`config.mk`:
```
export PLATFORM = sky130hd
export DESIGN_NAME = turf_tally
export DESIGN_NICKNAME = d
export VERILOG_FILES = /design/src/rtl/turf_tally.sv
export SDC_FILE = /design/constraint.sdc
export NUM_CORES = 1
export LEC_CHECK = 0
export CORE_MARGIN = 2
export CORE_UTILIZATION = 40
export DETAILED_ROUTE_END_ITERATION = 10
export SETUP_SLACK_MARGIN = 0.4
export SLEW_MARGIN = 20
export SYNTH_ARGS = -nofsm -noshare
export SYNTH_HDL_FRONTEND = slang
export SYNTH_SLANG_ARGS = --single-unit
```
`constraint.sdc`:
```
create_clock -name CLOCK_50 -period 3.8 [get_ports CLOCK_50]
set_input_delay 0.38 -clock CLOCK_50 [delete_from_list [all_inputs] [get_ports CLOCK_50]]
set_output_delay 0.38 -clock CLOCK_50 [all_outputs]
set_load 0.03 [all_outputs]
```
`src/rtl/turf_tally.sv`:
```
// End-of-round turf scorer: scans the paint framebuffer once, tallies cells per
// player colour plus unpainted cells, then picks the winner and flags ties.
module turf_tally #(
  parameter int NUM_PLAYERS = 4,
  parameter int COLOR_W = 3,
  parameter logic [NUM_PLAYERS*COLOR_W-1:0] PLAYER_COLORS = {3'b110, 3'b100, 3'b010, 3'b001},
  parameter int X_BITS = 8,
  parameter int Y_BITS = 7,
  parameter int X_MAX = 159,
  parameter int Y_MAX = 119,
  parameter int RD_LATENCY = 1,
  localparam int CNT_W = X_BITS + Y_BITS,
  localparam int WIN_W = $clog2(NUM_PLAYERS)
) (
  input  logic                         CLOCK_50,
  input  logic                         resetn,
  input  logic                         start,
  output logic                         busy,
  output logic                         done,
  output logic [X_BITS+Y_BITS-1:0]     address,
  input  logic [COLOR_W-1:0]           q,
  output logic [NUM_PLAYERS*CNT_W-1:0] counts,
  output logic [CNT_W-1:0]             unpainted,
  output logic [WIN_W-1:0]             winner,
  output logic                         tie
);

  typedef enum logic [2:0] {S_IDLE, S_SCAN, S_DRAIN, S_COMPARE, S_DONE} state_t;

  state_t                  state_q, state_d;
  logic [X_BITS-1:0]       x_q, x_d;
  logic [Y_BITS-1:0]       y_q, y_d;
  logic                    end_q, end_d;
  logic [RD_LATENCY-1:0]   vld_q, vld_d;
  logic [1:0]              dcnt_q, dcnt_d;
  logic [WIN_W-1:0]        pidx_q, pidx_d;
  logic [CNT_W-1:0]        cnt_q [NUM_PLAYERS];
  logic [CNT_W-1:0]        cnt_d [NUM_PLAYERS];
  logic [CNT_W-1:0]        unp_q, unp_d;
  logic [CNT_W-1:0]        max_q, max_d;
  logic [WIN_W-1:0]        win_q, win_d;
  logic                    tie_q, tie_d;
  logic                    issue;
  logic                    hit;
  logic [WIN_W-1:0]        hit_idx;

  // Walk downwards so the lowest-index player owning a duplicated colour wins.
  always_comb begin
    hit     = 1'b0;
    hit_idx = '0;
    for (int i = NUM_PLAYERS - 1; i >= 0; i--) begin
      if (q == PLAYER_COLORS[i*COLOR_W +: COLOR_W]) begin
        hit     = 1'b1;
        hit_idx = WIN_W'(i);
      end
    end
  end

  always_comb begin
    state_d = state_q;
    x_d     = x_q;
    y_d     = y_q;
    end_d   = end_q;
    dcnt_d  = dcnt_q;
    pidx_d  = pidx_q;
    cnt_d   = cnt_q;
    unp_d   = unp_q;
    max_d   = max_q;
    win_d   = win_q;
    tie_d   = tie_q;
    // end_q marks the extra SCAN cycle that holds the final address untagged.
    issue   = (state_q == S_SCAN) && !end_q;
    vld_d   = RD_LATENCY'({vld_q, issue});

    if (vld_q[RD_LATENCY-1]) begin
      if (hit) cnt_d[hit_idx] = cnt_q[hit_idx] + CNT_W'(1);
      else     unp_d = unp_q + CNT_W'(1);
    end

    case (state_q)
      S_IDLE, S_DONE: begin
        if (start) begin
          state_d = S_SCAN;
          x_d     = '0;
          y_d     = '0;
          end_d   = 1'b0;
          for (int i = 0; i < NUM_PLAYERS; i++) cnt_d[i] = '0;
          unp_d   = '0;
          max_d   = '0;
          win_d   = '0;
          tie_d   = 1'b0;
        end
      end
      S_SCAN: begin
        if (end_q) begin
          state_d = S_DRAIN;
          dcnt_d  = '0;
        end else if (x_q == X_BITS'(X_MAX) && y_q == Y_BITS'(Y_MAX)) begin
          end_d = 1'b1;
        end else if (y_q == Y_BITS'(Y_MAX)) begin
          y_d = '0;
          x_d = x_q + X_BITS'(1);
        end else begin
          y_d = y_q + Y_BITS'(1);
        end
      end
      S_DRAIN: begin
        if (dcnt_q == 2'(RD_LATENCY - 1)) begin
          state_d = S_COMPARE;
          pidx_d  = '0;
        end else begin
          dcnt_d = dcnt_q + 2'd1;
        end
      end
      S_COMPARE: begin
        // Running max starts at zero, so an all-zero board reports a tie at player 0.
        if (cnt_q[pidx_q] > max_q) begin
          max_d = cnt_q[pidx_q];
          win_d = pidx_q;
          tie_d = 1'b0;
        end else if (cnt_q[pidx_q] == max_q) begin
          tie_d = 1'b1;
        end
        if (pidx_q == WIN_W'(NUM_PLAYERS - 1)) state_d = S_DONE;
        else                                   pidx_d  = pidx_q + WIN_W'(1);
      end
      default: state_d = S_IDLE;
    endcase
  end

  always_ff @(posedge CLOCK_50) begin
    if (!resetn) begin
      state_q <= S_IDLE;
      x_q     <= '0;
      y_q     <= '0;
      end_q   <= 1'b0;
      vld_q   <= '0;
      dcnt_q  <= '0;
      pidx_q  <= '0;
      for (int i = 0; i < NUM_PLAYERS; i++) cnt_q[i] <= '0;
      unp_q   <= '0;
      max_q   <= '0;
      win_q   <= '0;
      tie_q   <= 1'b0;
    end else begin
      state_q <= state_d;
      x_q     <= x_d;
      y_q     <= y_d;
      end_q   <= end_d;
      vld_q   <= vld_d;
      dcnt_q  <= dcnt_d;
      pidx_q  <= pidx_d;
      cnt_q   <= cnt_d;
      unp_q   <= unp_d;
      max_q   <= max_d;
      win_q   <= win_d;
      tie_q   <= tie_d;
    end
  end

  for (genvar g = 0; g < NUM_PLAYERS; g++) begin : g_pack
    assign counts[g*CNT_W +: CNT_W] = cnt_q[g];
  end

  assign address   = {x_q, y_q};
  assign unpainted = unp_q;
  assign winner    = win_q;
  assign tie       = tie_q;
  assign busy      = (state_q == S_SCAN) || (state_q == S_DRAIN) || (state_q == S_COMPARE);
  assign done      = (state_q == S_DONE);

endmodule

```
==> metrics.yaml <==
hold_class: "reg2reg"
fp.dieW_microns: 127.6
critical_path.endpoint: "max_q[1]"
worstSetupPathType: "reg2reg"
p_sw_w: 0.0008514
synth_edf_count: 0
pwr_density_cell_nw_per_um2: 410.7
fmax_mhz: 317.8
reg2reg_from: "pidx_q[0]"
comb_power_share: 0.140
hold_viol: 0
setup_tns_ps: 0
htreeDepth: 4
synth_cells: 701
synth_warnings: 0
clkLatencyLatePin_ps: 410
synth_seq_cells: 117
ys_seq_area_frac: 0.3831
cts_tree: "done"
ir_worst_vdd_mv: 0.2635
multi_input_area_sq_um: 3470
seqCellArea_sq_um: 2342
mostFrequentLayoutCells: "dfxtp_1, clkdlybuf4s50_1, nor2_1"
antenna_cells: 0
ios: 101
fin_crit_sh: 0.8281
rrSetupSlack_ps: 650
die_area_sq_um: 16290
route.detailed.wl_per_inst_microns: 17.47
gp_congestion: 0.8708
cts-root-buf: "clkbuf_16"
relSlewSlack: 0.4046
p_total_w: 0.003213
worst-r2r-cell-count: 10
syn_to_final_growth_pct: 27.96
die_y_microns: 127.6
end_kind: "flip-flop"
core_sq_um: 15090
dpl_worst_slack_ps: 539.2
setup_viol: 0
start_util: 0.4051
p_seq_frac: 0.402
final_util: 0.5184
synth_cell_types: 57
clkSlewWorstSetupHoldPaths_ps: 50
power_switching_share: 0.2650
dp_hpwl_microns: 12550
outcome: "finished clean"
antenna_found_initial: 0
maxCapViolCount: 0
synth_area_sq_um: 6113
grt_pass1_wl_microns: 27460
clock_path_buffers: 2
drive_above_1_share: 0.08944
fin_hold_ws_ps: 470.5
synthArstFlopShare: 0
clock_skew_ps: 12.43
final_common_cell: "dfxtp_1"
p_int_w: 0.002362
drt-total-wl_microns: 17340
startpoint: "pidx_q[0]"
numCtsBuffers: 17
drt_iter0_markers: 413
grt_pass1_vias: 5480
syn_avg_cell_area_sq_um: 8.721
clock_sinks: 117
nFillCells: 1395
row_count: 45
fin_ws_ps: 653.1
r2r-end: "max_q[1]"
synth_ff_type: "dfxtp_1"
via_count: 5575
fin_crit_ps: 3147
ant_nets: 0
clkPwrFrac: 0.458
arrival_ps: 3420
overflow: 0
worstPathRequired_ps: 4070
route.detailed.drc: 0
dr.pass1.iters: 5
vias_per_cell: 5.614
synth_fp_nets: 729
drv_slew: 0
crit_path_max_fanout: 18
rsz0062_at_grt: "false"
startpoint_type: "flip-flop"
grt.total_usage: 0.2139
port-buffer-count: 100
power_leakage_nw: 2.912
grt_max_degree: 49
postCtsHoldBufs: 0
nets: 823
worst_pin_slew_ps: 893.0
[cells in the mapped netlist (7+ instances only)]
cell type    n  area (sq um)
inv_1       26         97.59
nand4_1     10         62.56
o21ai_0     49         245.2
buf_2        8         40.04
mux2i_1     32         320.3
or3_1        9         56.30
nand3_1     42         210.2
a211oi_1    10         75.07
dfxtp_1    117          2342
nand2_1     61         229.0
ha_1        22         275.3
xnor2_1     16         140.1
clkbuf_1    29         108.9
o22ai_1      8         50.05
mux4_2      17         382.9
nor2_1      63         236.5
a2bb2oi_1    7         61.31
and3_1       9         56.30
xor2_1      19         166.4
o21ai_1     15         75.07
a21oi_1     60         300.3
[final cells by class]
type	count	area share
Timing Repair Buffer	118	0.1452
Multi-Input combinational cell	515	0.4435
Tap cell	188	0.03007
Inverter	26	0.01248
Sequential cell	117	0.2994
Clock inverter	5	0.006398
Clock buffer	24	0.06286
[metal layers]
metal,track usage,share of wire,routed length [microns]
met2,0.3454,0.48,8285
met5,0,0,0
met1,0.2823,0.46,7938
met3,0.04355,0.048,826
met4,0.08339,0.017,295
[how the worst min path moves through the flow]
| stage | from | end | slack [ps] | cells past startpoint |
|---|---|---|---|---|
| finish | winner[1] | winner[1] | 470 | 2 |
| global route | max_q[13] | max_q[13] | 500 | 2 |
| floorplan | max_q[10] | max_q[10] | 450 | 2 |
| detailed placement | max_q[3] | max_q[3] | 470 | 2 |
| global placement | max_q[14] | max_q[14] | 460 | 2 |
| CTS | winner[1] | winner[1] | 480 | 2 |
[critical path: stages, from the launching register on]
cell and delay [ps]:
dfxtp_1 330, buf_4 220, mux4_2 570, ha_1 330, nand2_1 90, o21ai_0 160, a21oi_1 80, o21ai_0 200
a21oi_1 60, or3_2 740, mux2i_1 210
[kinds of logic after synthesis]
family                   after synthesis  synth area share
AO/OA/AOI/OAI                        176            0.1697
XOR/XNOR                              35           0.05014
adder cells (fa/ha/maj)               22           0.04503
buffers and inverters                 69           0.05014
flip-flops                           117            0.3831
multiplexers                          54            0.1242
AND/OR/NAND/NOR                      228            0.1777
[state kept, by name, indices dropped and copies added (netlist names)]
register and count:
dcnt_q 2, unpainted 15, winner 2, state_q 3
x_q 8, pidx_q 2, end_q 1, counts 60
y_q 7, vld_q 1, tie 1, max_q 15
[power groups by stage]
stage | clock network, W | registers (W) | logic, W
4_1_cts | 0.00150 | 0.00129 | 0.000451
3_5_place_dp | 0 | 0.00131 | 0.000448
6_report | 0.00147 | 0.00129 | 0.000451
3_3_place_gp | 0 | 0.00131 | 0.000440
2_1_floorplan | 0 | 0.00133 | 0.000297
5_1_grt | 0.00156 | 0.00129 | 0.000491
[per-stage QoR]
| step | cell area (sq um) | std cells |
|---|---|---|
| global placement | 7279 | 964 |
| finish | 7823 | 993 |
| CTS | 7821 | 993 |
| global route | 7823 | 993 |
| detailed placement | 7279 | 964 |
| floorplan | 6113 | 701 |
[timing repair]
item / in CTS / in global routing
resized for setup: 0 / 1
endpoints found under the setup margin: 0 / 18
setup buffers: 0 / 0
Power figures use the tool's default switching activity.
